==> config.mk <==
export PLATFORM = sky130hd
export DESIGN_NAME = sdram_port_arbiter_flat
export DESIGN_NICKNAME = d
export VERILOG_FILES = /design/src/rtl/sdram_port_arbiter_if.sv /design/src/rtl/sdram_port_arbiter.sv /design/src/flat_wrapper.sv
export SDC_FILE = /design/constraint.sdc
export NUM_CORES = 1
export LEC_CHECK = 0
export BUFFER_PORTS_ARGS = -buffer_cell sky130_fd_sc_hd__buf_4
export CAP_MARGIN = 20
export CORE_AREA = 2 2 126 128
export DETAILED_ROUTE_END_ITERATION = 10
export DIE_AREA = 0 0 128 130
export PLACE_DENSITY = 0.77
export SLEW_MARGIN = 20
export SYNTH_ARGS = -nofsm -noshare
export SYNTH_HDL_FRONTEND = slang
export SYNTH_SLANG_ARGS = --single-unit
==> constraint.sdc <==
create_clock -name clk -period 3.9 [get_ports clk]
set_clock_uncertainty 0.2 [all_clocks]
set_input_delay 0.195 -clock clk [delete_from_list [all_inputs] [get_ports clk]]
set_output_delay 0.195 -clock clk [all_outputs]
set_load 0.005 [all_outputs]
==> src/rtl/sdram_port_arbiter_if.sv <==
// Bundle between three memory requesters and the SDRAM controller.
// The master modport is the arbiter side.
interface sdram_port_arbiter_if #(
  parameter int ADDR_W = 25
);
  logic [2:0]          req;
  logic [2:0]          wr;
  logic [3*ADDR_W-1:0] addr;
  logic [95:0]         wdata;
  logic [11:0]         bytesel;
  logic [2:0]          ack;
  logic [31:0]         rdata;
  logic                mem_req;
  logic                mem_wr;
  logic [ADDR_W-1:0]   mem_addr;
  logic [31:0]         mem_wdata;
  logic [3:0]          mem_bytesel;
  logic                mem_ack;
  logic                mem_rvalid;
  logic [31:0]         mem_rdata;

  modport master (
    input  req, wr, addr, wdata, bytesel,
    input  mem_ack, mem_rvalid, mem_rdata,
    output ack, rdata,
    output mem_req, mem_wr, mem_addr,
    output mem_wdata, mem_bytesel
  );

  modport slave (
    output req, wr, addr, wdata, bytesel,
    output mem_ack, mem_rvalid, mem_rdata,
    input  ack, rdata,
    input  mem_req, mem_wr, mem_addr,
    input  mem_wdata, mem_bytesel
  );
endinterface

==> src/rtl/sdram_port_arbiter.sv <==
// Three-port SDRAM arbiter: port 0 priority with starvation
// relief, round-robin between ports 1 and 2, one txn in flight.
module sdram_port_arbiter #(
  parameter int ADDR_W     = 25,
  parameter int STARVE_MAX = 4
) (
  input logic clk,
  input logic reset_in,
  sdram_port_arbiter_if.master bus
);
  localparam int CW = $clog2(STARVE_MAX + 1);
  localparam logic [CW-1:0] SMAX = CW'(STARVE_MAX);

  typedef enum logic [1:0] {
    IDLE,
    ISSUE,
    WAIT_READ
  } state_t;

  state_t        state;
  state_t        state_nxt;
  logic [1:0]    grant;
  logic [1:0]    win;
  logic [1:0]    rr_win;
  logic [CW-1:0] starve;
  logic          pref_two;
  logic          pend12;
  logic          grab;
  logic          done;

  always_comb begin
    pend12 = bus.req[1] | bus.req[2];
    rr_win = bus.req[1] ? 2'd1 : 2'd2;
    if (bus.req[1] && bus.req[2])
      rr_win = pref_two ? 2'd2 : 2'd1;
    win = rr_win;
    unique case (1'b1)
      bus.req[0] && !(starve == SMAX && pend12):
        win = 2'd0;
      default: win = rr_win;
    endcase
  end

  always_ff @(posedge clk) begin
    if (reset_in) state <= IDLE;
    else          state <= state_nxt;
  end

  always_comb begin
    state_nxt = state;
    unique case (state)
      IDLE:
        if (|bus.req) state_nxt = ISSUE;
      ISSUE:
        if (bus.mem_ack)
          state_nxt = bus.mem_wr ? IDLE : WAIT_READ;
      WAIT_READ:
        if (bus.mem_rvalid) state_nxt = IDLE;
      default: state_nxt = IDLE;
    endcase
  end

  always_comb begin
    bus.mem_req = (state == ISSUE);
    grab = (state == IDLE) && (|bus.req);
    done = ((state == ISSUE) && bus.mem_ack && bus.mem_wr)
        || ((state == WAIT_READ) && bus.mem_rvalid);
  end

  always_ff @(posedge clk) begin
    if (reset_in) begin
      grant           <= 2'd0;
      starve          <= '0;
      pref_two        <= 1'b0;
      bus.ack         <= 3'b000;
      bus.rdata       <= '0;
      bus.mem_wr      <= 1'b0;
      bus.mem_addr    <= '0;
      bus.mem_wdata   <= '0;
      bus.mem_bytesel <= '0;
    end else begin
      bus.ack <= done ? (3'b001 << grant) : 3'b000;
      if (state == WAIT_READ && bus.mem_rvalid)
        bus.rdata <= bus.mem_rdata;
      if (grab) begin
        grant           <= win;
        bus.mem_wr      <= bus.wr[win];
        bus.mem_addr    <= bus.addr[int'(win)*ADDR_W +: ADDR_W];
        bus.mem_wdata   <= bus.wdata[int'(win)*32 +: 32];
        bus.mem_bytesel <= bus.bytesel[int'(win)*4 +: 4];
        if (win == 2'd0) begin
          if (pend12 && starve != SMAX)
            starve <= starve + 1'b1;
        end else begin
          starve   <= '0;
          pref_two <= (win == 2'd1);
        end
      end
    end
  end
endmodule

==> src/flat_wrapper.sv <==
// flat-port wrapper written by rule: the top's interface ports become plain ports
module sdram_port_arbiter_flat 
#(
  parameter int ADDR_W     = 25,
  parameter int STARVE_MAX = 4
)
  (clk, reset_in, bus_req, bus_wr, bus_addr, bus_wdata, bus_bytesel, bus_mem_ack, bus_mem_rvalid, bus_mem_rdata, bus_ack, bus_rdata, bus_mem_req, bus_mem_wr, bus_mem_addr, bus_mem_wdata, bus_mem_bytesel);
  sdram_port_arbiter_if #(.ADDR_W(ADDR_W)) bus_i ();
  input logic clk;
  input logic reset_in;
  input wire logic [$bits(bus_i.req)-1:0] bus_req;
  input wire logic [$bits(bus_i.wr)-1:0] bus_wr;
  input wire logic [$bits(bus_i.addr)-1:0] bus_addr;
  input wire logic [$bits(bus_i.wdata)-1:0] bus_wdata;
  input wire logic [$bits(bus_i.bytesel)-1:0] bus_bytesel;
  input wire logic [$bits(bus_i.mem_ack)-1:0] bus_mem_ack;
  input wire logic [$bits(bus_i.mem_rvalid)-1:0] bus_mem_rvalid;
  input wire logic [$bits(bus_i.mem_rdata)-1:0] bus_mem_rdata;
  output wire logic [$bits(bus_i.ack)-1:0] bus_ack;
  output wire logic [$bits(bus_i.rdata)-1:0] bus_rdata;
  output wire logic [$bits(bus_i.mem_req)-1:0] bus_mem_req;
  output wire logic [$bits(bus_i.mem_wr)-1:0] bus_mem_wr;
  output wire logic [$bits(bus_i.mem_addr)-1:0] bus_mem_addr;
  output wire logic [$bits(bus_i.mem_wdata)-1:0] bus_mem_wdata;
  output wire logic [$bits(bus_i.mem_bytesel)-1:0] bus_mem_bytesel;
  assign bus_i.req = bus_req;
  assign bus_i.wr = bus_wr;
  assign bus_i.addr = bus_addr;
  assign bus_i.wdata = bus_wdata;
  assign bus_i.bytesel = bus_bytesel;
  assign bus_i.mem_ack = bus_mem_ack;
  assign bus_i.mem_rvalid = bus_mem_rvalid;
  assign bus_i.mem_rdata = bus_mem_rdata;
  assign bus_ack = bus_i.ack;
  assign bus_rdata = bus_i.rdata;
  assign bus_mem_req = bus_i.mem_req;
  assign bus_mem_wr = bus_i.mem_wr;
  assign bus_mem_addr = bus_i.mem_addr;
  assign bus_mem_wdata = bus_i.mem_wdata;
  assign bus_mem_bytesel = bus_i.mem_bytesel;
  sdram_port_arbiter #(.ADDR_W(ADDR_W), .STARVE_MAX(STARVE_MAX)) u_core (.clk(clk), .reset_in(reset_in), .bus(bus_i));
endmodule
==> summary.md, run 1 <==
| Metric | Value |
|---|---|
| Outcome | complete, no violations |
| Seq/Total Area, Yosys | 0.410 |
| Hold Slack | ~0.034 ns |
| Max-cap violation count | 0 |
| Pin count of the biggest net entering global routing | 60 |
| Synth Instances | approximately 580 |
| Final Hold Viols | 0 |
| Die area | around 0.017 mm2 |
| Die width | ~130 um |
| Detail Placement HPWL | approximately 13 mm |
| Crit path max-delay cell type | dlygate4sd3_1 |
| Most used cell, CP | dlygate4sd3_1 |
| PostCTS Resize Cnt | 0 |
| GRT Util Overall | 0.240 |
| Synthesized net count | 809 |
| Clock slew seen by the registers of the worst setup and hold paths | 0.08 ns |
| CP Max Fanout | 46 |
| Row count | 46 |
| Share of power burned in the clock network | 0.312 |
| First-pass GRT wire length | between 30 and 40 mm |
| Most common cell after layout, fill and taps aside | buf_4 |
| CTS buffer count | 9 |
| Worst VDD drop | 191 uV |
| Ports | ~320 |
| Util after Layout | 0.608 |
| Core ar. | between 0.015 and 0.02 mm2 |
| Fin crit period | just over 3 ns |
| P per Cell Area | 323 mW/mm2 |
| Routed length per instance | 16.8 um |
| Placed Instances | around 1.1k |
| Final setup violation count | 0 |
| Initial antenna violation count | 0 |
| Die Y | around 130 um |
| I/O Buffers | around 320 |
| Layout cells sized above 1 | 0.386 |
| CP Data Required Time | roughly 4 ns |
| Vias per cell | about 4.9 |
| Area grow syn2layout | 82.7% |
| Critical path class | flip-flop to flip-flop |
| Setup crit start kind | flip-flop |
| Vias in the first global route | slightly above 6k |
| Slew HR | 0.498 |
| CTS root buf | clkbuf_16 |
| Fill cells | roughly 1.2k |
| WL final | 20.5 mm |
| Setup TNS | 0 ns |
| Clk Latency, worst-skew pair | 0.34 ns |
| RSZ-0062 raised after global routing | no |
| Synthesized area | about 0.0051 mm2 |
| DR pass1 iterations | 5 |
| Fin area | between 0.009 and 0.01 mm2 |
| Sw frac | 0.280 |
| Min-Delay Path Class | input pin to flip-flop |
| # diodes | 0 |
| Commonest cells after routing, fill and taps aside | buf_4, dlygate4sd3_1, dfxtp_1 |
| Synth cell types | 37 |
| Vias | 5996 |
| Multi-input logic area | ~0.0026 mm2 |
| Finished Layout Cells | 1218 |
| Reg power frac | 0.401 |
| Worst path arrival time | approximately 3.1 ns |
| Gate power share | 0.287 |
| Synthesis-stage register bit count | 105 |
| Crit-path cells | a21bo_2, nor2_4, buf_12, mux2i_1, dlygate4sd3_1, o221ai_1, dlygate4sd3_1 |
| DRC Markers | 0 |
| TritonCTS clock tree | yes |
| Reg area | about 0.0021 mm2 |
| Post-route ant nets | 0 |
| P_sw | 850 uW |
| Final Max Slew Viols | 0 |
| Longest Clk Path Bufs | 2 |
| Worst setup EP type | flip-flop |
| CTS Sinks | 105 |
| GP Congestion | around 0.84 |
| Ys Warns | 0 |
| Dpl cell area | ~0.0076 mm2 |
| Final cycle utilization of the critical path | 0.791 |
| Initial Utilization | 0.333 |
| Internal | 2.18 mW |
| Initial DRC Count | 368 |
| Avg Inst Size Synth | 8.82 um2 |
| CP max stage delay | 0.58 ns |
| Fin nets | between 1k and 1.5k |
| Clock H-tree levels | 3 |
| Measured slew at the worst slew-check pin | ~0.75 ns |
| P_leak | 4.16 nW |
| Global route total overflow | 0 |
| Fmax | between 0.3 and 0.4 GHz |
state kept, by name (all words and copies together), names as in the netlist:
register	count
u_core.bus.ack	3
u_core.grant	2
u_core.bus.rdata	32
u_core.bus.mem_wdata	32
u_core.bus.mem_bytesel	4
u_core.pref_two	1
u_core.starve	3
u_core.bus.mem_addr	25
u_core.bus.mem_wr	1
u_core.state	2
layout make-up:
class,count,share of cell area
Clock buffer,10,0.0255
Clock inverter,6,0.00694
Inverter,47,0.0188
Multi-Input combinational cell,384,0.279
Sequential cell,105,0.224
Tap cell,192,0.0256
Timing Repair Buffer,474,0.419
through the flow:
stage	worst slack, ns	power (mW)
finish	0.815	3.03
CTS	0.827	3.03
detailed placement	1.57	1.93
floorplan	2.12	1.55
global route	0.679	3.18
global placement	1.20	1.92
logic make-up after synthesis:
family                   after synthesis  synth area share
AND/OR/NAND/NOR                      209             0.198
AO/OA/AOI/OAI                        128             0.215
flip-flops                           105             0.410
buffers and inverters                 93            0.0839
multiplexers                          45            0.0878
adder cells (fa/ha/maj)                2           0.00488
power by group through the flow:
stage | registers [mW] | clock network (mW) | logic (mW)
2_1_floorplan | 1.24 | 0 | 0.314
3_3_place_gp | 1.23 | 0 | 0.684
3_5_place_dp | 1.24 | 0 | 0.693
4_1_cts | 1.21 | 0.961 | 0.853
5_1_grt | 1.22 | 1.01 | 0.937
6_report | 1.22 | 0.946 | 0.870
metal layers:
layer	global-route usage	wire length, um	up-vias
met5	0	0	-
met3	0.0500	1140	63
met1	0.275	7930	2775
met2	0.423	10500	237
li1	-	-	2921
met4	0.125	848	0
critical path: cells and delay by family (launching register included):
| kind | cells | cell delay (ns) |
|---|---|---|
| multiplexers | 1 | 0.22 |
| flip-flops | 1 | 0.34 |
| AO/OA/AOI/OAI | 2 | 0.42 |
| AND/OR/NAND/NOR | 1 | 0.27 |
| buffers and inverters | 3 | 1.47 |
what timing repair did:
item                      in CTS  in global routing
hold endpoints to repair      99                  0
hold buffers                 144                  0
buffers inserted               0                  0
worst paths after layout:
kind,from,to,slack (ns),cells past startpoint
hold / removal,bus_addr[31],u_core.bus.mem_addr[6],0.03,4
hold reg to reg,u_core.bus.rdata[22],u_core.bus.rdata[22],0.26,2
setup reg to reg,u_core.pref_two,u_core.bus.mem_addr[17],0.81,7
setup / recovery,u_core.pref_two,u_core.bus.mem_addr[17],0.81,7
Yosys cell counts:
cell	instances	area, um2
a221oi_1	3	26.3
nand2b_1	5	31.3
nor2_1	10	37.5
and2_1	1	6.26
o21ba_1	1	10.0
a21boi_1	1	7.51
o21ai_0	11	55.1
a41o_1	1	10.0
o211ai_1	1	7.51
dfxtp_1	105	2100
nand2_1	103	387
buf_2	11	55.1
nor3_4	1	16.3
nand3_1	48	240
or2_1	1	6.26
mux2i_1	45	450
and3b_1	3	26.3
o221ai_2	40	601
nand4b_1	1	8.76
a211oi_1	3	22.5
clkbuf_1	24	90.1
nor2b_1	2	12.5
a21oi_1	41	205
nand3b_1	16	120
inv_1	47	176
nor3_2	2	20.0
o221ai_1	5	43.8
buf_6	5	56.3
buf_4	5	37.5
and3_1	14	87.6
a21boi_2	1	11.3
buf_8	1	15.0
a21bo_2	1	10.0
o21ai_1	19	95.1
nor3b_1	1	7.51
nor2_4	1	11.3
ha_1	2	25.0
No activity file was read; power rests on OpenSTA's default activity.
==> run 2: changes to the inputs <==
- CORE_AREA: 2 2 126 128 -> 2 2 125 127
- DIE_AREA: 0 0 128 130 -> 0 0 127 129
- PLACE_DENSITY: 0.77 -> 0.8
- clock period: 3.9 -> 2.7 ns (I/O delays scaled with it)
==> run 2 against run 1 <==
Via count is 9.7% higher. Global-route usage up 3.7 points. Sequential power increased by 44%. Count of clock-buffer cells in the layout up 1. Utilization up 6.2 points. Cell area grew 7.0%. Hold slack got worse by 0.018 ns. Critical path depth grew 1. Power rose by 49%. Routed wire length grew 15%. Critical path type is now input pin to flip-flop. Largest cell class unchanged.
==> summary.md, run 2 (same netlist as run 1, synthesis figures left out) <==
| Metric | Value |
|---|---|
| DRC Markers | 0 (unchanged) |
| First-pass GRT wire length | 35.5 mm (was 31.2 mm) |
| Ports | 323 (unchanged) |
| Measured slew at the worst slew-check pin | 0.800 ns (was 0.752 ns) |
| Longest Clk Path Bufs | 2 (unchanged) |
| Reg-to-reg setup timing slack | 0.17 ns (was 0.81 ns) |
| GP Congestion | 0.818 (was 0.839) |
| Post-route ant nets | 0 (unchanged) |
| Fin crit period | roughly 2.6 ns |
| Die area | 0.0164 mm2 (was 0.0166 mm2) |
| Global route total overflow | 0 (unchanged) |
| P per Cell Area | 450 mW/mm2 (was 323 mW/mm2) |
| Clock slew seen by the registers of the worst setup and hold paths | 0.08 ns (about the same) |
| Final Hold Viols | 0 (unchanged) |
| Fin worst setup slack | 0.126 ns (was 0.815 ns) |
| Outcome | complete, no violations (unchanged) |
| Multi-input logic area | 0.00262 mm2 (about the same) |
| Power Total | 4.51 mW (was 3.03 mW) |
| DR pass1 iterations | 5 (unchanged) |
| CP Max Fanout | 34 (was 46) |
| CTS Sinks | 105 (unchanged) |
| Util after Layout | 0.670 (was 0.608) |
| Placed Instances | 1057 (was 1058) |
| Clk Latency, worst-skew pair | 0.34 ns (about the same) |
| GRT Util Overall | 0.277 (was 0.240) |
| CTS buffer count | 9 (unchanged) |
| P_leak | 4.39 nW (was 4.16 nW) |
| Postcts setup bufs | 0 (unchanged) |
| Min-Delay Path Class | input pin to flip-flop (unchanged) |
| Setup crit start kind | input pin (was flip-flop) |
| Worst path arrival time | 2.59 ns (was 3.12 ns) |
| Worst setup EP type | flip-flop (unchanged) |
| Initial DRC Count | 504 (was 368) |
| CP Data Required Time | 2.71 ns (was 3.94 ns) |
| Fin nets | 1311 (was 1248) |
| Slew HR | 0.467 (was 0.498) |
| Reg area | 0.00210 mm2 (unchanged) |
| TritonCTS clock tree | yes (unchanged) |
| RSZ-0062 raised after global routing | no (unchanged) |
| Fmax | ~0.39 GHz |
| FF-to-FF path depth | 8 (was 7) |
| Final setup violation count | 0 (unchanged) |
| Max-cap violation count | 0 (unchanged) |
| Setup TNS | 0 ns (unchanged) |
| Initial Utilization | 0.343 (was 0.333) |
| Die width | 127 um (was 128 um) |
| Fill cells | 1056 (was 1241) |
| Detail Placement HPWL | 12.7 mm (was 12.8 mm) |
| Row count | 45 (was 46) |
| Post-place setup slack | 0.445 ns (was 1.57 ns) |
| Routed length per instance | 18.5 um (was 16.8 um) |
| CTS root buf | clkbuf_16 (unchanged) |
| Initial antenna violation count | 2 (was 0) |
| Finished Layout Cells | 1279 (was 1218) |
| Vias per cell | 5.14 (was 4.92) |
| Final Max Slew Viols | 0 (unchanged) |
| Most common cell after layout, fill and taps aside | buf_4 (unchanged) |
| Area grow syn2layout | 95.4% (was 82.7%) |
| Biggest regs | u_core.bus.mem_wdata: 32 flops, u_core.bus.rdata: 32 flops, u_core.bus.mem_addr: 25 flops (unchanged) |
| Pin count of the biggest net entering global routing | 60 (unchanged) |
| Vias | 6576 (was 5996) |
| Core ar. | 0.0150 mm2 (was 0.0154 mm2) |
| Clock H-tree levels | 3 (unchanged) |
| Final cycle utilization of the critical path | 0.953 |
| Vias in the first global route | 6917 (was 6124) |
| Commonest cells after routing, fill and taps aside | buf_4, dlygate4sd3_1, dfxtp_1 (unchanged) |
| Layout cells sized above 1 | 0.365 (was 0.386) |
| Worst Hold Depth | 3 (was 4) |
| I/O Buffers | 322 (unchanged) |
| Worst VDD drop | 268 uV (was 191 uV) |
| Die Y | 129 um (was 130 um) |
| Critical path class | input pin to flip-flop (was flip-flop to flip-flop) |
| WL final | 23.6 mm (was 20.5 mm) |
## run 2: worst paths after layout
check,from,end
hold reg to reg,u_core.bus.rdata[11],u_core.bus.rdata[11]
hold / removal,bus_addr[39],u_core.bus.mem_addr[14]
setup reg to reg,u_core.starve[0],u_core.bus.mem_addr[15]
setup / recovery,bus_req[1],u_core.bus.mem_wdata[21]
## run 2: timing repair
action / 4_1_cts / 5_1_grt
resized for setup: 0 / 5
hold endpoints to repair: 98 / 0
hold buffers: 204 / 0
endpoints found under the setup margin: 0 / 21
## run 2: per-layer routing
layer | global-route usage | vias up | part of all wire
li1 | - | 3045 | -
met1 | 0.281 | 3050 | 0.34
met2 | 0.509 | 372 | 0.53
met3 | 0.0682 | 109 | 0.074
met4 | 0.180 | 0 | 0.056
met5 | 0 | - | 0
## run 2: worst max-delay path, stage by stage
cell           delay (ns)
dlygate4sd3_1        0.53
buf_4                0.15
a21bo_4              0.31
nor2_4               0.16
buf_12               0.27
mux2i_1              0.33
dlygate4sd3_1        0.61
o221ai_2             0.08
## run 2: final cells by class
class                           instances  share of cell area
Timing Repair Buffer                  537               0.456
Multi-Input combinational cell        384               0.261
Sequential cell                       105               0.210
Clock buffer                           11              0.0252
Tap cell                              188              0.0235
Inverter                               47              0.0176
Clock inverter                          5             0.00599
Antenna cell                            2            0.000499
## run 2: stage by stage
stage	hold WS, ns	area (um2)
global route	0.0404	10000
finish	0.0162	10000
CTS	0.00573	10000
floorplan	0.0710	5130
global placement	0.163	7650
detailed placement	0.170	7650
## run 2: where the power goes
group	switching (mW)	total, mW	internal [mW]
Combinational	0.570	1.35	0.782
Clock	0.620	1.40	0.776
Sequential	0.0824	1.76	1.68
==> run 3: changes to the inputs <==
- CORE_AREA: 2 2 125 127 -> 2 2 126 128
- DIE_AREA: 0 0 127 129 -> 0 0 128 130
- PLACE_DENSITY: 0.8 -> 0.77
- clock period: 2.7 -> 2.9 ns (I/O delays scaled with it)
==> run 3 against run 2 <==
Hold slack better by 0.035 ns. Global-route usage fell by 3.5 points. Cell count decreased by 3.1%. Non-clock buffer count fell by 43. Register-to-register slack worse by 0.04 ns. Critical path type is now flip-flop to flip-flop. Largest power group unchanged.
==> summary.md, run 3 (same netlist as run 1, synthesis figures left out) <==
| Metric | Value |
|---|---|
| Final Max Slew Viols | 0 (unchanged) |
| Biggest regs | u_core.bus.mem_wdata: 32 flops, u_core.bus.rdata: 32 flops, u_core.bus.mem_addr: 25 flops (unchanged) |
| Clock slew seen by the registers of the worst setup and hold paths | 0.08 ns (about the same) |
| Ports | 323 (unchanged) |
| Gate power share | 0.298 (was 0.300) |
| Finished Layout Cells | 1239 (was 1279) |
| P_sw | 1.21 mW (was 1.27 mW) |
| P per Cell Area | 428 mW/mm2 (was 450 mW/mm2) |
| Outcome | complete, no violations (unchanged) |
| Area grow syn2layout | 86.2% (was 95.4%) |
| Fmax | roughly 0.36 GHz |
| Critical path class | flip-flop to flip-flop (was input pin to flip-flop) |
| Fill cells | 1231 (was 1056) |
| Measured slew at the worst slew-check pin | 0.730 ns (was 0.800 ns) |
| Vias per cell | 4.96 (was 5.14) |
| Worst VDD drop | 357 uV (was 268 uV) |
| GRT Util Overall | 0.242 (was 0.277) |
| Final cycle utilization of the critical path | 0.955 |
| RSZ-0062 raised after global routing | no (unchanged) |
| Most common cell after layout, fill and taps aside | buf_4 (unchanged) |
| Vias | 6143 (was 6576) |
| Setup TNS | 0 ns (unchanged) |
| First-pass GRT wire length | 31.5 mm (was 35.5 mm) |
| DR pass1 iterations | 6 (was 5) |
| Worst setup EP type | flip-flop (unchanged) |
| Fin crit period | 2.77 ns |
| Internal | 2.88 mW (was 3.24 mW) |
| Clk Latency, worst-skew pair | 0.36 ns (was 0.34 ns) |
| Clock H-tree levels | 3 (unchanged) |
| Share of power burned in the clock network | 0.302 (was 0.310) |
| Setup crit start kind | flip-flop (was input pin) |
| Worst path arrival time | 2.87 ns (was 2.59 ns) |
| FF-to-FF Start | u_core.state[1] (was u_core.starve[0]) |
| Routed length per instance | 17.0 um (was 18.5 um) |
| Fin worst setup slack | 0.130 ns (was 0.126 ns) |
| Min-Delay Path Class | input pin to flip-flop (unchanged) |
| Layout cells sized above 1 | 0.380 (was 0.365) |
| Die width | 128 um (was 127 um) |
| Slew HR | 0.512 (was 0.467) |
| Die area | 0.0166 mm2 (was 0.0164 mm2) |
| Row count | 46 (was 45) |
| Reg power frac | 0.400 (was 0.390) |
| Die Y | 130 um (was 129 um) |
| I/O Buffers | 322 (unchanged) |
| Sw frac | 0.295 (was 0.282) |
| Initial antenna violation count | 0 (was 2) |
| Final Hold Viols | 0 (unchanged) |
| Worst hold path endpoint | u_core.starve[0] (was u_core.bus.mem_addr[14]) |
| Placed Instances | 1062 (was 1057) |
| Max-cap violation count | 0 (unchanged) |
| Vias in the first global route | 6230 (was 6917) |
| Longest Clk Path Bufs | 2 (unchanged) |
| Detail Placement HPWL | 13.1 mm (was 12.7 mm) |
| Commonest cells after routing, fill and taps aside | buf_4, dlygate4sd3_1, dfxtp_1 (unchanged) |
| CTS Sinks | 105 (unchanged) |
| DRC Markers | 0 (unchanged) |
| Global route total overflow | 0 (unchanged) |
| Worst reg2reg endpoint | u_core.bus.mem_addr[1] (was u_core.bus.mem_addr[15]) |
| CP Data Required Time | 3.00 ns (was 2.71 ns) |
| Fin nets | 1268 (was 1311) |
| Worst Hold Depth | 4 (was 3) |
| TritonCTS clock tree | yes (unchanged) |
| CP Max Fanout | 59 (was 34) |
| GP Congestion | 0.830 (was 0.818) |
| Reg-to-reg setup timing slack | 0.13 ns (was 0.17 ns) |
| Initial DRC Count | 405 (was 504) |
| Post-route ant nets | 0 (unchanged) |
| Worst hold start | bus_req[2] (was bus_addr[39]) |
| Initial Utilization | 0.333 (was 0.343) |
| P_leak | 4.28 nW (was 4.39 nW) |
| FF-to-FF path depth | 6 (was 8) |
| CTS buffer count | 9 (unchanged) |
| Pin count of the biggest net entering global routing | 60 (unchanged) |
| WL final | 21.1 mm (was 23.6 mm) |
| CTS root buf | clkbuf_16 (unchanged) |
| Post-place setup slack | 0.790 ns (was 0.445 ns) |
| Final setup violation count | 0 (unchanged) |
| Core ar. | 0.0154 mm2 (was 0.0150 mm2) |
## run 3: changes by cell type in the layout (fill, tap and decap cells not counted), moves of 2 or more
cell / delta
dlygate4sd3_1: -44
clkbuf_8: -3
clkinv_4: +2
buf_4: +2
inv_8: +2
## run 3: worst max-delay path by stage
stage,endpoint,slack (ns),depth (start not counted),start
4_1_cts,u_core.bus.mem_wdata[21],0.10,8,bus_req[1]
3_5_place_dp,u_core.bus.mem_addr[21],0.79,7,u_core.starve[0]
5_1_grt,u_core.bus.mem_addr[1],0.02,6,u_core.state[1]
2_1_floorplan,u_core.bus.mem_addr[22],1.12,8,u_core.starve[0]
3_3_place_gp,u_core.bus.mem_addr[20],0.82,7,u_core.starve[0]
6_report,u_core.bus.mem_addr[1],0.13,6,u_core.state[1]
## run 3: area by class of cell
class | instances | area, um2 | share of cell area
Tap cell | 192 | 240 | 0.0251
Multi-Input combinational cell | 384 | 2610 | 0.273
Clock inverter | 7 | 61.3 | 0.00642
Timing Repair Buffer | 494 | 4140 | 0.433
Inverter | 47 | 176 | 0.0185
Clock buffer | 9 | 225 | 0.0236
Sequential cell | 105 | 2100 | 0.220
Antenna cell | 1 | 2.50 | 0.000262
## run 3: repair_timing
action,4_1_cts,5_1_grt
hold buffers,160,0
endpoints found under the hold margin,98,0
endpoints found under the setup margin,0,18
setup buffers,0,0
resized for setup,0,1
## run 3: critical path, stage by stage (launching register included)
cell and delay, ns:
dfxtp_1 0.38, or2_1 0.31, nor3_4 0.20, buf_4 0.56, o21ai_0 0.23, o21ai_1 0.16
dlygate4sd3_1 0.59
## run 3: per-layer routing
layer | track usage | part of all wire
met5 | 0 | 0
met2 | 0.434 | 0.53
met1 | 0.270 | 0.38
met3 | 0.0664 | 0.061
met4 | 0.104 | 0.032
## run 3: per-stage QoR
step                utilization  area [um2]  hold slack (ns)  power [mW]
detailed placement        0.497        7660            0.179        2.60
CTS                       0.619        9550         0.000986        4.07
finish                    0.619        9560           0.0517        4.09
global route              0.619        9550           0.0561        4.26
global placement          0.497        7660            0.173        2.59
floorplan                     -        5130           0.0810        2.09
## run 3: power groups by stage
stage / clock, mW / sequential, mW / combinational, mW
floorplan: 0 / 1.66 / 0.422
global placement: 0 / 1.66 / 0.933
detailed placement: 0 / 1.66 / 0.942
CTS: 1.25 / 1.63 / 1.19
global route: 1.30 / 1.65 / 1.31
finish: 1.23 / 1.64 / 1.22
